[config.mk]
export PLATFORM = sky130hd
export DESIGN_NAME = gb_rom_loader
export DESIGN_NICKNAME = d
export VERILOG_FILES = /design/src/rtl/gb_rom_loader.sv
export SDC_FILE = /design/constraint.sdc
export NUM_CORES = 1
export LEC_CHECK = 0
export CORE_UTILIZATION = 35
export DETAILED_ROUTE_END_ITERATION = 10
export GPL_TIMING_DRIVEN = 0
export HOLD_SLACK_MARGIN = 0.08
export PLACE_DENSITY_LB_ADDON = 0.25
export SLEW_MARGIN = 10
export SYNTH_ARGS = -nofsm -noshare
export SYNTH_HDL_FRONTEND = slang
export SYNTH_SLANG_ARGS = --single-unit
export TNS_END_PERCENT = 10
[constraint.sdc]
create_clock -name clk_sys -period 3.4 [get_ports clk_sys]
set_input_delay 0.34 -clock clk_sys [delete_from_list [all_inputs] [get_ports clk_sys]]
set_output_delay 0.34 -clock clk_sys [all_outputs]
set_load 0.02 [all_outputs]
[src/rtl/gb_rom_loader.sv]
// rtl/gb_rom_loader.sv - HPS ROM download sequencer for the Green Beret core
// Queues download bytes, routes them to CPU/CHR/sprite/PROM writes and holds the core in reset.
module gb_rom_loader #(
   parameter logic [24:0] CHR_BASE   = 25'h0C000,
   parameter logic [24:0] SPR_BASE   = 25'h10000,
   parameter logic [24:0] PROM_BASE  = 25'h18000,
   parameter logic [24:0] ROM_END    = 25'h18220,
   parameter int          FIFO_DEPTH = 4,
   parameter int          HOLD_CYC   = 16
) (
   input  logic        clk_sys,
   input  logic        reset,
   input  logic        dl_active,
   input  logic        dl_wr,
   input  logic [24:0] dl_addr,
   input  logic [7:0]  dl_data,
   output logic [7:0]  wr_data,
   output logic        cpu_we,
   output logic [15:0] cpu_addr,
   output logic        chr_we,
   output logic [13:0] chr_addr,
   output logic        spr_req,
   input  logic        spr_ack,
   output logic [13:0] spr_addr,
   output logic [15:0] spr_data,
   output logic        prom_we,
   output logic [9:0]  prom_addr,
   output logic        core_reset,
   output logic        load_done,
   output logic        err_ovf
);
   localparam int PW = $clog2(FIFO_DEPTH);
   localparam int HW = $clog2(HOLD_CYC + 1);

   typedef enum logic [1:0] {IDLE, ISSUE, SPR_WAIT} state_t;
   state_t state, state_n;

   logic [32:0]   fifo_mem [FIFO_DEPTH];
   logic [PW:0]   wr_ptr, rd_ptr;
   logic          fifo_empty, fifo_full, push, pop;
   logic [24:0]   head_addr;
   logic [7:0]    head_data;
   logic [14:0]   spr_off;
   logic [7:0]    spr_low;
   logic          pend_valid;
   logic [13:0]   pend_waddr;
   logic [7:0]    pend_byte;
   logic          dl_active_d, dl_rise, dl_seen, busy;
   logic [HW-1:0] hold_cnt;

   // Full is judged before any same-cycle pop, so a pop never makes room for a byte arriving with it.
   assign fifo_empty = (wr_ptr == rd_ptr);
   assign fifo_full  = (wr_ptr[PW] != rd_ptr[PW]) && (wr_ptr[PW-1:0] == rd_ptr[PW-1:0]);
   assign push       = dl_wr && !fifo_full;
   assign pop        = (state == IDLE) && !fifo_empty;
   assign {head_addr, head_data} = fifo_mem[rd_ptr[PW-1:0]];
   assign spr_off    = 15'(head_addr - SPR_BASE);
   assign spr_low    = (pend_valid && pend_waddr == spr_off[14:1]) ? pend_byte : 8'h00;
   assign dl_rise    = dl_active && !dl_active_d;
   assign busy       = dl_active || !fifo_empty || (state != IDLE);
   assign core_reset = reset || busy || dl_seen;

   always_ff @(posedge clk_sys) begin
      if (push) fifo_mem[wr_ptr[PW-1:0]] <= {dl_addr, dl_data};
   end

   always_ff @(posedge clk_sys) begin
      if (reset) state <= IDLE;
      else       state <= state_n;
   end

   always_comb begin
      state_n = state;
      case (state)
         IDLE:     if (!fifo_empty) state_n = ISSUE;
         ISSUE:    state_n = (spr_req && !spr_ack) ? SPR_WAIT : IDLE;
         SPR_WAIT: if (spr_ack) state_n = IDLE;
         default:  state_n = IDLE;
      endcase
   end

   always_ff @(posedge clk_sys) begin
      if (reset) begin
         wr_ptr      <= '0;
         rd_ptr      <= '0;
         wr_data     <= '0;
         cpu_we      <= 1'b0;
         cpu_addr    <= '0;
         chr_we      <= 1'b0;
         chr_addr    <= '0;
         spr_req     <= 1'b0;
         spr_addr    <= '0;
         spr_data    <= '0;
         prom_we     <= 1'b0;
         prom_addr   <= '0;
         load_done   <= 1'b0;
         err_ovf     <= 1'b0;
         pend_valid  <= 1'b0;
         pend_waddr  <= '0;
         pend_byte   <= '0;
         dl_active_d <= 1'b0;
         dl_seen     <= 1'b0;
         hold_cnt    <= '0;
      end else begin
         dl_active_d <= dl_active;
         cpu_we      <= 1'b0;
         chr_we      <= 1'b0;
         prom_we     <= 1'b0;
         if (spr_req && spr_ack) spr_req <= 1'b0;
         if (dl_rise) begin
            load_done  <= 1'b0;
            err_ovf    <= 1'b0;
            pend_valid <= 1'b0;
         end
         if (dl_wr && fifo_full) err_ovf <= 1'b1;
         if (push) wr_ptr <= wr_ptr + 1'b1;
         // Outputs are registered at pop time so the pulse is visible during the ISSUE cycle.
         if (pop) begin
            rd_ptr <= rd_ptr + 1'b1;
            if (head_addr < CHR_BASE) begin
               cpu_we   <= 1'b1;
               cpu_addr <= head_addr[15:0];
               wr_data  <= head_data;
            end else if (head_addr < SPR_BASE) begin
               chr_we   <= 1'b1;
               chr_addr <= 14'(head_addr - CHR_BASE);
               wr_data  <= head_data;
            end else if (head_addr < PROM_BASE) begin
               if (!spr_off[0]) begin
                  pend_valid <= 1'b1;
                  pend_waddr <= spr_off[14:1];
                  pend_byte  <= head_data;
               end else begin
                  spr_req    <= 1'b1;
                  spr_addr   <= spr_off[14:1];
                  spr_data   <= {head_data, spr_low};
                  pend_valid <= 1'b0;
               end
            end else if (head_addr < ROM_END) begin
               prom_we   <= 1'b1;
               prom_addr <= 10'(head_addr - PROM_BASE);
               wr_data   <= head_data;
            end
         end
         // Hold counter runs only across quiet cycles after a download; any activity restarts it.
         if (dl_active) dl_seen <= 1'b1;
         if (!dl_seen || busy) begin
            hold_cnt <= '0;
         end else if (hold_cnt == HW'(HOLD_CYC - 1)) begin
            hold_cnt  <= '0;
            dl_seen   <= 1'b0;
            load_done <= 1'b1;
         end else begin
            hold_cnt <= hold_cnt + 1'b1;
         end
      end
   end
endmodule

---- After elaboration in Yosys (flattened, before gate mapping) ----
Memory sizes are Yosys's and may differ from the RTL's. A register that Yosys moved wholly into a read port is not among the register bits.
Index checks and enable logic that the tools add are counted.
word-level totals
  register bits ........................... 122
  RAM bits ................................ 132
  bits of input ports ..................... 38
  output and inout port bits .............. 85
  logic and storage cells ................. 116
  memories ................................ 1
memory list
  name      words  bits a word  read ports  clocked after memory_dff  wr ports  line  source
  fifo_mem  4      33           1           1                         1         38    logic [32:0] fifo_mem [FIFO_DEPTH];
cells by class
  $add $sub $neg .......................... 6
  magnitude comparators ................... 4
  equal/unequal tests ..................... 10
  multiplexer cells ....................... 36
  bitwise operators ....................... 5
  reductions and logical operators ........ 33
operator list
  kind                                                   number
  < comparator 25 x 17 -> 1 bit (second input constant)  3
  two-way mux 8 bit                                      5
  < comparator 25 x 16 -> 1 bit (second input constant)  1
  two-way mux 1 bit                                      25
  AND reduction 5 bit                                    3
  subtractor 15 x 1 -> 15 bit (second input constant)    1
  == test 14 bit                                         1
  subtractor 14 x 1 -> 14 bit (second input constant)    1
  two-way mux 2 bit                                      5
  subtractor 10 x 1 -> 10 bit (second input constant)    1
  logical AND 1 bit                                      8
  adder 3 x 1 -> 3 bit (second input constant)           2
  one-hot mux 2 bit (3 select lines)                     1
  AND reduction 3 bit                                    2
  OR reduction 3 bit                                     2
  adder 5 x 1 -> 5 bit (second input constant)           1
  == test 5 x 4 -> 1 bit (second input constant)         1
  zero test 1 bit                                        5
  logical OR 1 bit                                       5
  inverter 1 bit                                         5
  OR reduction 5 bit                                     1
  != test 2 bit (second input constant)                  2
  AND reduction 2 bit                                    2
  nonzero test 2 bit                                     2
  other kinds (9)                                        9

---- Depth between registers and ports, before layout ----
Gate-level depths: netlist of run 1.
  depth in word-level cells ............... 7
  gate-level depth with buffers ........... 9
  gate-level depth less buffers ........... 7

---- Worst setup path after synthesis of run 1 ----
No wires, ideal clock.
  path kind ............................... register to register
  start point ............................. register (tool-made name)
  end point ............................... register spr_data[3]
  setup time .............................. 0.096 ns
  arrival time ............................ 2.348 ns
  required time ........................... 3.304 ns
  path slack .............................. 0.956 ns
  cell stages (with the launch flop) ...... 9
  path buffers ............................ 3
  clock period less this slack ............ 2.444 ns
  cell sequence ........................... dfxtp_1 buf_2 buf_2 clkbuf_1 mux4_2 xor2_1 nor4_2 nand3_4 o41ai_2
RTL lines
  element               line  source
  to (signal assigned)  136   spr_data <= {head_data, spr_low};
  to (decl)             25    output logic [15:0] spr_data,

==> results of run 1 <==
-- worst reg2reg max path, cell delays in order (launching register included) --
cell      delay (ns)
dfxtp_1         0.33
buf_2           0.26
buf_2           0.31
clkbuf_1        0.53
mux4_2          0.52
xor2_1          0.20
nor4_2          0.41
nand3_4         0.23
o41ai_2         0.25
-- state kept, by name, summed over array words and instances, names as in the netlist, named ones only --
name,count
rd_ptr,3
prom_addr,10
hold_cnt,5
spr_req,1
dl_active_d,1
state,2
cpu_addr,16
fifo_mem,132
dl_seen,1
chr_we,1
chr_addr,14
prom_we,1
spr_addr,14
pend_waddr,14
wr_ptr,3
load_done,1
pend_valid,1
cpu_we,1
err_ovf,1
wr_data,8
spr_data,16
pend_byte,8
-- placed cells by master, fill, tap and decap left out, drive strengths merged, types with 2 or more instances in the layout --
master / Yosys / final
xor2: 12 / 12
o211ai: 2 / 2
clkbuf: 22 / 56
or3b: 2 / 2
o41ai: 10 / 10
nor2: 86 / 86
mux4: 24 / 24
nand2: 5 / 5
nand3: 6 / 6
and2: 5 / 5
inv: 15 / 15
mux2: 2 / 2
nand4: 3 / 3
o2111ai: 4 / 4
ha: 7 / 7
o21ai: 19 / 19
a21oi: 7 / 7
xnor2: 10 / 10
nand4b: 2 / 2
edfxtp: 132 / 132
mux2i: 76 / 76
nor4: 11 / 11
nand2b: 19 / 19
buf: 10 / 14
clkinv: 0 / 10
nor3: 4 / 4
nand3b: 27 / 27
nor2b: 2 / 2
dfxtp: 124 / 124
bufinv: 0 / 4
clkdlybuf4s50: 0 / 122
-- routing by layer --
metal  vias up  wire (µm)  GRT usage
met1      2797       9810      0.205
met4         0        349     0.0451
met2       132      10500      0.263
li1       2740          -          -
met3        31       1130     0.0289
met5         -          0          0
-- how the worst max path moves through the flow --
stage | startpoint | endpoint | slack (ns) | cells past startpoint
detailed placement | flop | spr_data[3] | 0.23 | 8
global route | flop | spr_data[1] | 0.04 | 8
CTS | flop | spr_data[4] | 0.21 | 8
global placement | dl_wr | fifo_mem[3][31] | 0.19 | 4
floorplan | flop | spr_data[3] | 0.96 | 8
finish | flop | spr_data[4] | 0.26 | 8
-- cells by family after synthesis --
| family | after synthesis | share of synthesized area |
|---|---|---|
| buffers and inverters | 47 | 0.0226 |
| and+or+nand+nor | 177 | 0.0991 |
| DFF | 256 | 0.666 |
| adders and majority gates | 7 | 0.00905 |
| muxes | 102 | 0.142 |
| AOI/OAI and AO/OA | 46 | 0.0413 |
| xor gates and xnor gates | 22 | 0.0199 |
-- power groups by stage --
stage          clock (mW)  combinational, mW  sequential, mW
2_1_floorplan           0              0.761            3.49
3_3_place_gp            0               1.15            3.50
3_5_place_dp            0               1.18            3.49
4_1_cts              3.02               1.18            3.43
5_1_grt              3.14               1.25            3.44
6_report             2.95               1.16            3.43
-- cells in the mapped netlist (all sizes together) --
cell and count:
nand2 5, edfxtp 132, dfxtp 124, and2 5
nand3 6, a2111oi 1, o221ai 1, nand2b 19
a31oi 1, inv 15, mux2 2, nand3b 27
mux4 24, nor3 4, or2 1, clkbuf 22
o21ai 19, nand4b 2, nor2 86, o211ai 2
or3b 2, nor2b 2, o2111ai 4, ha 7
and4b 1, a41oi 1, nand4 3, o41ai 10
mux2i 76, buf 10, nor4 11, a21oi 7
xnor2 10, and3b 1, or2b 1, xor2 12
and3 1
-- layout make-up --
| cell class | instances | share of cell area |
|---|---|---|
| inverter | 15 | 0.00457 |
| tap | 341 | 0.0346 |
| clock inverter | 15 | 0.0141 |
| sequential | 256 | 0.523 |
| clock buffer | 34 | 0.0586 |
| buffer | 32 | 0.0132 |
| multi-input combinational | 354 | 0.245 |
| timing repair buffer | 126 | 0.107 |
-- metrics by stage --
step	std cells	utilization	hold WS, ns	power, mW
floorplan	657	-	0.417	4.25
global placement	1120	0.419	0.432	4.64
detailed placement	1124	0.423	0.440	4.67
CTS	1173	0.456	0.369	7.63
global route	1173	0.456	0.389	7.83
finish	1173	0.456	0.386	7.53
==> results summary, run 1 <==
The clock latency on the worst-skew pair is 0.52 ns. The first-pass GRT wire length came out at 33.8 mm. The path with the worst hold slack has its endpoint at state[1]. The worst stage delay on the critical path came out at 0.53 ns. Together, buffers and inverters on the worst path number 3. The clock slew at the register clock pins of the worst setup and hold paths came out at 0.06 ns. The vertical die dimension is 168 µm.

The cell with the largest stage delay on the worst path is clkbuf_1. The last weighted congestion value of the routability-driven placer is 0.749. The peak fanout along the critical path came out at 10.

The number of input and output port buffers inserted is 122. The netlist area before placement came out at 0.00968 mm². The number of levels the H-tree was split into is 1. The worst hold path begins at spr_ack. The analysis attributes to cell leakage a power of 4.60 nW.

The clock sink count came out at 256. The part of the total power dissipated in combinational logic is 0.153. The worst voltage drop across the vdd grid is 0.324 mV. Yosys attributes the largest share of cell area to edfxtp_1, dfxtp_1, mux2i_1. The number of hold-slack violations in the final timing report came out at 0. The first detailed-routing pass took 4 iterations. The area added between synthesis and finish came out at 27.3%.

The total die area is 0.0283 mm². Post-CTS timing repair inserted 0 buffers for setup. Counting along the longest clock path gives a buffer depth of 3. The number of inserted filler cells in the final layout came out at 2,431. Setup violations remaining at the end of the flow were counted as 0. The post-route cell area is 0.0123 mm². OpenSTA, run right after detailed placement, puts the worst setup slack at 0.233 ns. The final max-slew violation count is 0. The number of nets handed over by synthesis was 702.

The share of Yosys cell area claimed by the top area cell type came out at 0.410. In this run the core area contains 60 standard-cell rows. The number of storage elements in the synthesis netlist came out at 256.

The gate count after technology mapping is 657. After legalization and detailed placement, the total HPWL measured 15.3 mm. The width of the die came out at 168 µm. The endpoint type of the worst setup path is a flop. Averaged over all synthesized cells, the footprint is 14.7 µm². The effective utilization at floorplan is 0.358.

The timing-limited maximum frequency is 319 MHz. The core footprint is 0.0270 mm². The sequential area share after synthesis is 0.666. The worst setup path is of the reg -> reg kind. Of the total power, the share spent switching nets is 0.253. The TritonCTS clock tree is built. Post-CTS repair changed the size of 0 cells. The overall via count from detail_route is 5,700. The number of buffers created by CTS came out at 27.

Setup repair after global routing left no endpoint under its margin. The relative slew slack came out at 0.385. The length in cells of the worst reg-to-reg path came out at 8. The total grt overflow came out at 0.

The worst hold path class is in -> reg. In the final layout, flip-flops and latches occupy 0.00645 mm². The post-route antenna net violation count is 0. The worst-case setup margin in the final layout came out at 0.264 ns. The cell internal power dissipation came out at 5.63 mW. The number of instances on the worst hold path came out at 2.

In the routed design, unresolved DRC markers number 0. The number of global-route vias before repair was 5,763. For this design the ratio of total power to cell area is 612 mW/mm². The worst register-to-register path ends at spr_data[4]. The share of total power dissipated in the clock network is 0.392. 0 antenna diodes ended up in the layout. The number of max-cap violations is 0. The library cell appearing most often on the critical path is buf_2. The number of antenna violations at the first check in global routing came out at 0. The arrival time reported for the critical path endpoint is 3.56 ns. On the final layout, the worst clock skew is 0.0108 ns.

STA classifies the critical path startpoint as a flop. The biggest area contributor in the post-synthesis netlist is edfxtp_1. STA puts the critical path data required time at 3.83 ns. Of the total power, registers draw 0.455. The area of the multi-input gates came out at 0.00302 mm². The wire length after detailed routing came out at 21.8 mm.

The final net count is 857. The minimum clock period came out at 3.14 ns. Of the cells placed in the final design, the portion with a size suffix greater than 1 is 0.106.

Entering global routing, the biggest net connects 32 pins. The hold buffer count at CTS came out at 0. For this run, the number of Yosys warnings is 0. The distinct cell type count after synthesis is 48. The net switching component of the power is 1.91 mW. The detailed-route vias per instance is 4.86.

The total track usage came out at 0.156. The number of top-level design ports is 123. Setup total negative slack on the finished layout was measured at 0 ns.

The signal on the critical path passes through buf_2, buf_2, clkbuf_1, mux4_2, xor2_1, nor4_2, nand3_4, o41ai_2. The clock tree root driver cell is clkbuf_16. The run finished with clean final reports.

The flop-to-flop setup slack came out at 0.26 ns. The placed cell area came out at 0.0114 mm². The final worst-path cycle share came out at 0.922. The kind of cell adding the most delay to the critical path is buffers and inverters. The violation count after the first detailed-route iteration is 333. The slew at the pin closest to its max-slew limit is 0.921 ns. The detail-routed net length per standard cell came out at 18.6 µm.
Power figures use the tool's default switching activity.
==> run 2, diff against run 1 <==
--- a/config.mk
+++ b/config.mk
@@ -5,10 +5,12 @@
 export SDC_FILE = /design/constraint.sdc
 export NUM_CORES = 1
 export LEC_CHECK = 0
+export ABC_AREA = 1
 export CORE_UTILIZATION = 35
 export DETAILED_ROUTE_END_ITERATION = 10
 export GPL_TIMING_DRIVEN = 0
 export HOLD_SLACK_MARGIN = 0.08
+export MAX_ROUTING_LAYER = met4
 export PLACE_DENSITY_LB_ADDON = 0.25
 export SLEW_MARGIN = 10
 export SYNTH_ARGS = -nofsm -noshare
==> constraint.sdc (replaced) <==
create_clock -name clk_sys -period 2.8 [get_ports clk_sys]
set_input_delay 0.28 -clock clk_sys [delete_from_list [all_inputs] [get_ports clk_sys]]
set_output_delay 0.28 -clock clk_sys [all_outputs]
set_load 0.02 [all_outputs]
==> run 2 against run 1 <==
Against the previous run: first-iteration DRC count is 81% higher; highest routed layer unchanged; total power is 32% higher; clock-buffer cell count is 9 higher; setup slack worse by 0.095 ns; sequential share of layout area is 1.0 points lower; register-to-register slack better by 0.22 ns; via count is 27% higher; final area is 1.9% higher; area after synthesis is 1.9% higher; worst hold slack worse by 0.18 ns; clock skew is 0.00063 ns higher.
==> results summary, run 2 <==
The overall via count from detail_route came out at 7,213. In this design, the critical path's most frequently occurring cell is clkbuf_1. Dividing the detail-routed via count by the number of cells gives 4.69. Setup slack on the critical path of the routed design comes to 0.169 ns.

The final max-slew violation count is 0. Grouping stages by cell kind, the critical path spends the most delay in buffers and inverters. The cell sitting at the root of the clock tree is a clkbuf_16. The commonest non-fill, non-tap cell in the layout is nor2_1. Summed over all nets, the half-perimeter wirelength after detailed placement is 17.6 mm.

The worst-case clock buffer depth came out at 3. Counting every sink on the clock net gives 256. The number of buffers and inverters on the critical path came out at 5. The setup slack at placement came out at 0.147 ns. On the worst path, the slowest cell contributes a delay of 0.58 ns. The flop-to-flop setup slack came out at 0.48 ns. Dividing the final minimum period by the clock period gives 0.940. The leakage power figure came out at 4.77 nW. The sequential standard cell area is 0.00645 mm².

The data required time at the worst endpoint came out at 2.52 ns. The minimum clock period came out at 2.63 ns. The post-route cell area is 0.0126 mm². The worst voltage drop across the vdd grid came out at 0.439 mV. The critical path starts at reset. The first-pass GRT wire length came out at 37.7 mm.

The distinct cell type count after synthesis is 35. The detail-routed net length per standard cell came out at 15.8 µm. From left edge to right edge, the die measures 170 µm. The layout cell share with drive strength beyond 1 came out at 0.0904. The post-route antenna net violation count is 0.

Buffers inserted during clock tree synthesis total 28. The arrival time reported for the critical path endpoint is 2.35 ns. In this run the power density over the cells is 791 mW/mm².

Before antenna repair, the detailed router went through 4 iterations. The net switching component of the power is 3.08 mW. After synthesis the netlist holds a flip-flop and latch count of 256. The number of max-cap violations is 0.

The number of antenna violations at the first check in global routing came out at 0. The wire length after detailed routing is 24.3 mm. The startpoint identified for the worst hold timing path is reset. The core footprint came out at 0.0277 mm².

The clock share of power is 0.358. The run finished with clean final reports. By count the netlist is led by nor2_1, nand2_1, edfxtp_1, dfxtp_1, o21ai_0.

The number of global-route vias before repair is 6,584. Across all hold checks on the routed design, the worst slack comes to 0.204 ns. The hold buffer count at CTS is 0.

The signal on the critical path passes through clkbuf_1, inv_1, clkbuf_1, clkbuf_1, nand3b_1, clkdlybuf4s50_1. Total power for the finished layout comes to 9.93 mW. The total track usage came out at 0.175. The net count after synthesis came out at 1,029. The proportion of synthesized flip-flops having asynchronous set or reset is 0. The area of the multi-input gates is 0.00292 mm². The last weighted congestion value of the routability-driven placer came out at 0.858. In this run the worst hold path is classified as in -> reg. The largest total area in the synthesized netlist belongs to edfxtp_1.

Sorting the synthesized cells by area gives the leading types as edfxtp_1, dfxtp_1, nor2_1. The slew at the pin closest to its max-slew limit came out at 0.661 ns. The clock slew at the register clock pins of the worst setup and hold paths is 0.06 ns. The length in cells of the worst reg-to-reg path came out at 11. The register with the most flip-flops in the layout has 132 of them.

The cell with the largest stage delay on the worst path is clkdlybuf4s50_1. The number of warnings printed during yosys synthesis is 0. The critical path depth is 6. The number of placed instances, taps included, is 1,487. The number of input and output port buffers inserted is 121. The kind of critical path is in -> out. Leaving out fill and tap cells, the most frequent cells in the layout are nor2_1, nand2_1, edfxtp_1, dfxtp_1, clkdlybuf4s50_1.

The post-route setup TNS came out at 0 ns. Entering global routing, the biggest net connects 24 pins. The row count came out at 61. Relative to the synthesized area, the layout overhead comes to 27.4%. Setup repair after global routing left no endpoint under its margin. The most instantiated library cell after synthesis is nor2_1. The most common flop cell mapped by yosys is edfxtp_1. The sequential area share after synthesis is 0.654.

The vertical die dimension came out at 170 µm. The final net count came out at 1,184. The total die area came out at 0.0288 mm². Of the total power, registers draw 0.420. The endpoint type of the worst setup path is a primary output. The gate count after technology mapping is 984. The number of gates resized after cts is 0.

The timing-limited maximum frequency came out at 380 MHz. The worst register-to-register path ends at spr_addr[0]. Each instance of the synthesized netlist takes up on average 10.0 µm². The number of levels the H-tree was split into came out at 1.

TritonCTS built the clock tree. The type of element launching the critical path is an input port. The effective utilization at floorplan came out at 0.356. The number of inserted filler cells in the final layout came out at 2,642. The clock latency on the worst-skew pair came out at 0.53 ns.

The final core area utilization is 0.453. The critical path ends at core_reset. The count of buffers added by post-CTS timing repair for setup came out at 0.

After detailed routing, the number of remaining DRC violations is 0. The filler-free cell count of the finished design came out at 1,539. Setup violations remaining at the end of the flow were counted as 0. The peak fanout along the critical path is 10. The part of the total power dissipated in combinational logic is 0.222. The internal power of the cells totals 6.85 mW. In this run the cell area measured after placement is 0.0117 mm².

The total grt overflow is 0. The cell area that synthesis handed to floorplanning was 0.00986 mm². Of the post-synthesis cell area, the dominant cell type holds 0.402. The clock tree skew after final layout is 0.0114 ns. The relative slew slack came out at 0.559. 0 antenna diodes ended up in the layout. The number of enable flip-flop cells after synthesis is 132. The number of top-level design ports came out at 123. The number of hold-slack violations in the final timing report came out at 0. The violation count after the first detailed-route iteration came out at 604. The fraction of power spent switching nets came out at 0.310.
==> run 2: changes by cell type after synthesis, moves of 38 or more <==
cell and delta:
nand3_1 +47, inv_1 +38, nand2_1 +172, o21ai_0 +65
nor2_1 +98, a21oi_1 +42, mux2i_1 -76
==> run 2: cells by family after synthesis <==
family,after synthesis,synth area share
AOI/OAI and AO/OA,160,0.0873
DFF,256,0.654
buffers and inverters,108,0.0523
adders and majority gates,7,0.00889
and+or+nand+nor,448,0.193
xor gates and xnor gates,5,0.00444
==> run 2: worst min path at each step <==
stage                endpoint  cells after the start  slack (ns)
2_1_floorplan  fifo_mem[0][0]                      0        0.38
3_3_place_gp      hold_cnt[0]                      1        0.43
3_5_place_dp      hold_cnt[0]                      1        0.44
4_1_cts               dl_seen                      4        0.19
5_1_grt              state[1]                      2        0.24
6_report             state[1]                      2        0.20
==> run 2: layer usage <==
layer,GRT usage,wire [µm],share of wire,vias up
li1,-,-,-,3600
met1,0.243,11700,0.48,3382
met2,0.269,10900,0.45,191
met3,0.0264,1220,0.050,40
met4,0.0403,507,0.021,0
met5,-,0,0,-
==> run 2: power groups by stage <==
stage | combinational [mW] | sequential (mW) | clock (mW)
finish | 2.21 | 4.17 | 3.55
global route | 2.46 | 4.18 | 3.76
CTS | 2.23 | 4.17 | 3.61
detailed placement | 2.21 | 4.25 | 0
global placement | 2.17 | 4.26 | 0
floorplan | 1.45 | 4.25 | 0
==> run 2: final cells by class <==
cell class | instances | area share
Buffer | 45 | 0.0220
Clock buffer | 43 | 0.0659
Clock inverter | 9 | 0.00528
Inverter | 63 | 0.0190
Multi-Input combinational cell | 620 | 0.233
Sequential cell | 256 | 0.513
Tap cell | 378 | 0.0377
Timing Repair Buffer | 125 | 0.104
==> run 3, diff against run 2 <==
--- a/config.mk
+++ b/config.mk
@@ -6,7 +6,7 @@
 export NUM_CORES = 1
 export LEC_CHECK = 0
 export ABC_AREA = 1
-export CORE_UTILIZATION = 35
+export CORE_UTILIZATION = 40
 export DETAILED_ROUTE_END_ITERATION = 10
 export GPL_TIMING_DRIVEN = 0
 export HOLD_SLACK_MARGIN = 0.08
==> run 3 against run 2 <==
Against the previous run: total power fell by 2.5%; non-clock buffer count did not move; routed wire length fell by 1.9%; via count fell by 0.35%; fmax fell by 1.4%; combinational power barely moved; clock power fell by 7.0%; worst hold slack got worse by 0.0093 ns.
==> results summary, run 3 (synthesis results as in run 2) <==
The total overflow left after global routing is 0. The wire length after detailed routing is 23.9 mm. The post-route antenna net violation count came out at 0.

The row count is 57. The leakage power figure came out at 4.74 nW. Setup violations remaining at the end of the flow were counted as 0. Leaving out fill and tap cells, the most frequent cell in the layout is nor2_1. The detailed-placement wirelength estimate came out at 17.1 mm. The clock sink count is 256. During placement, the flow inserted port buffers numbering 121.

TritonCTS built the clock tree. The clock tree skew after final layout is 0.0207 ns. The detailed-route vias per instance came out at 4.85. The post-route cell area is 0.0124 mm².

In this run the deepest clock path goes through 3 buffers. The total track usage is 0.195. The total die area is 0.0253 mm². The peak fanout along the critical path came out at 10. The post-route setup TNS came out at 0 ns. Traced cell by cell, the critical path runs through clkbuf_1, inv_1, clkbuf_1, clkbuf_1, nand3b_1, clkdlybuf4s50_1. The number of levels the H-tree was split into is 1. The kind of cell with the highest combined delay along the critical path is buffers and inverters. The core footprint came out at 0.0242 mm². The number of gates resized after cts is 0. The number of max-cap violations came out at 0.

The layout cell share with drive strength beyond 1 came out at 0.0924. The worst voltage drop across the vdd grid came out at 0.350 mV. The number of buffers and inverters on the critical path is 5. The overall via count from detail_route came out at 7,188. The final worst-path cycle share came out at 0.953.

The number of inserted diodes came out at 0. The arrival time reported for the critical path endpoint is 2.39 ns. The die is 159 µm wide.

The data required time at the worst endpoint is 2.52 ns. 123 I/O pins were placed. The number of flip-flops under the largest register name is 132. In this design, the stage delay of the slowest critical-path cell is 0.57 ns.

The flow ran to the end, and the final reports show no timing, DRC or antenna violations. The worst hold path class is in -> reg. In the layout the commonest cells are nor2_1, nand2_1, edfxtp_1, dfxtp_1, clkdlybuf4s50_1. The congestion estimate from routability-driven global placement came to 0.852. The clock slew at the register clock pins of the worst setup and hold paths came out at 0.06 ns.

After detailed routing, the average wire length per cell comes to 16.1 µm. The timing-limited maximum frequency came out at 375 MHz. The final net count is 1,183. The kind of critical path is in -> out. The number of buffers created by CTS is 27.

The effective utilization at floorplan is 0.406. The clock latency on the worst-skew pair came out at 0.53 ns. The library cell appearing most often on the critical path is clkbuf_1.

The number of hold-slack violations in the final timing report is 0. The residual DRC count is 0. The area growth from synthesis to layout is 26.0%.

The placed cell area came out at 0.0116 mm². The number of global-route vias before repair came out at 6,772. The pin count of the biggest net entering global routing is 26. The number of antenna violations at the first check in global routing came out at 0.

The slowest stage of the critical path belongs to the cell clkdlybuf4s50_1. The hold buffer count at CTS came out at 0. The worst path in the final design needs a cycle of 2.67 ns, including I/O delays and setup.

For this run, the detailed router's first-pass iteration total came to 5. The ratio of total power to cell area is 780 mW/mm². The worst setup path is launched from an input port. The count of buffers added by post-CTS timing repair for setup came out at 0. At the pin with the least slew margin, the transition time is 0.640 ns. Measured along the y axis, the die boundary spans 159 µm. The detailed router finished its first iteration with 464 violations. The final max-slew violation count came out at 0. Setup repair after global routing left no endpoint under its margin.

The worst setup path is captured at a primary output. Clock tree synthesis selected as its root buffer the cell clkbuf_16. The relative slew slack came out at 0.574. The first-pass GRT wire length is 37.6 mm.
run 3: worst register-to-register path: stages (launching register included):
cell     delay (ns)
dfxtp_1        0.32
buf_6          0.14
inv_4          0.13
buf_4          0.20
nand2_1        0.06
nand3_1        0.06
nand2_1        0.13
inv_1          0.29
nand2_1        0.10
nand3_1        0.14
nand2_1        0.11
nand2_2        0.18
buf_6          0.17
nand2_1        0.06
nand2_1        0.06
nor2_1         0.05
run 3: metrics by stage:
step	cells	hold WS (ns)	utilization	worst slack, ns	total power, mW
CTS	1482	0.178	0.512	0.167	9.75
global route	1482	0.232	0.512	0.000166	10.1
finish	1482	0.195	0.512	0.132	9.68
detailed placement	1433	0.444	0.478	0.163	6.47
floorplan	984	0.379	-	0.108	5.70
global placement	1429	0.434	0.473	-1.28	6.43
run 3: per-layer routing:
metal  part of all wire  GRT usage  vias up
li1                   -          -     3590
met2               0.46      0.312      180
met3              0.047     0.0279       31
met1               0.47      0.264     3387
met5                  0          -        -
met4              0.017     0.0450        0
run 3: worst paths after layout:
kind               start          end  slack [ns]  cells after the start
max                reset   core_reset        0.13                      6
min                reset     state[1]        0.20                      2
max reg2reg         flop   wr_data[4]        0.51                     15
min reg2reg  hold_cnt[0]  hold_cnt[0]        0.45                      1
run 3: power breakdown:
part	switching (mW)	leakage [nW]	total [mW]	internal, mW
combinational	1.59	2.12	2.21	0.623
sequential	0.0596	2.21	4.17	4.11
clock	1.41	0.408	3.30	1.89
run 3: final cells by class:
class	instances	area (µm²)
clock inverter	12	65.1
multi-input combinational	620	2920
tap	324	405
inverter	63	239
clock buffer	37	756
sequential	256	6450
fill	2213	11800
buffer	45	277
timing repair buffer	125	1310
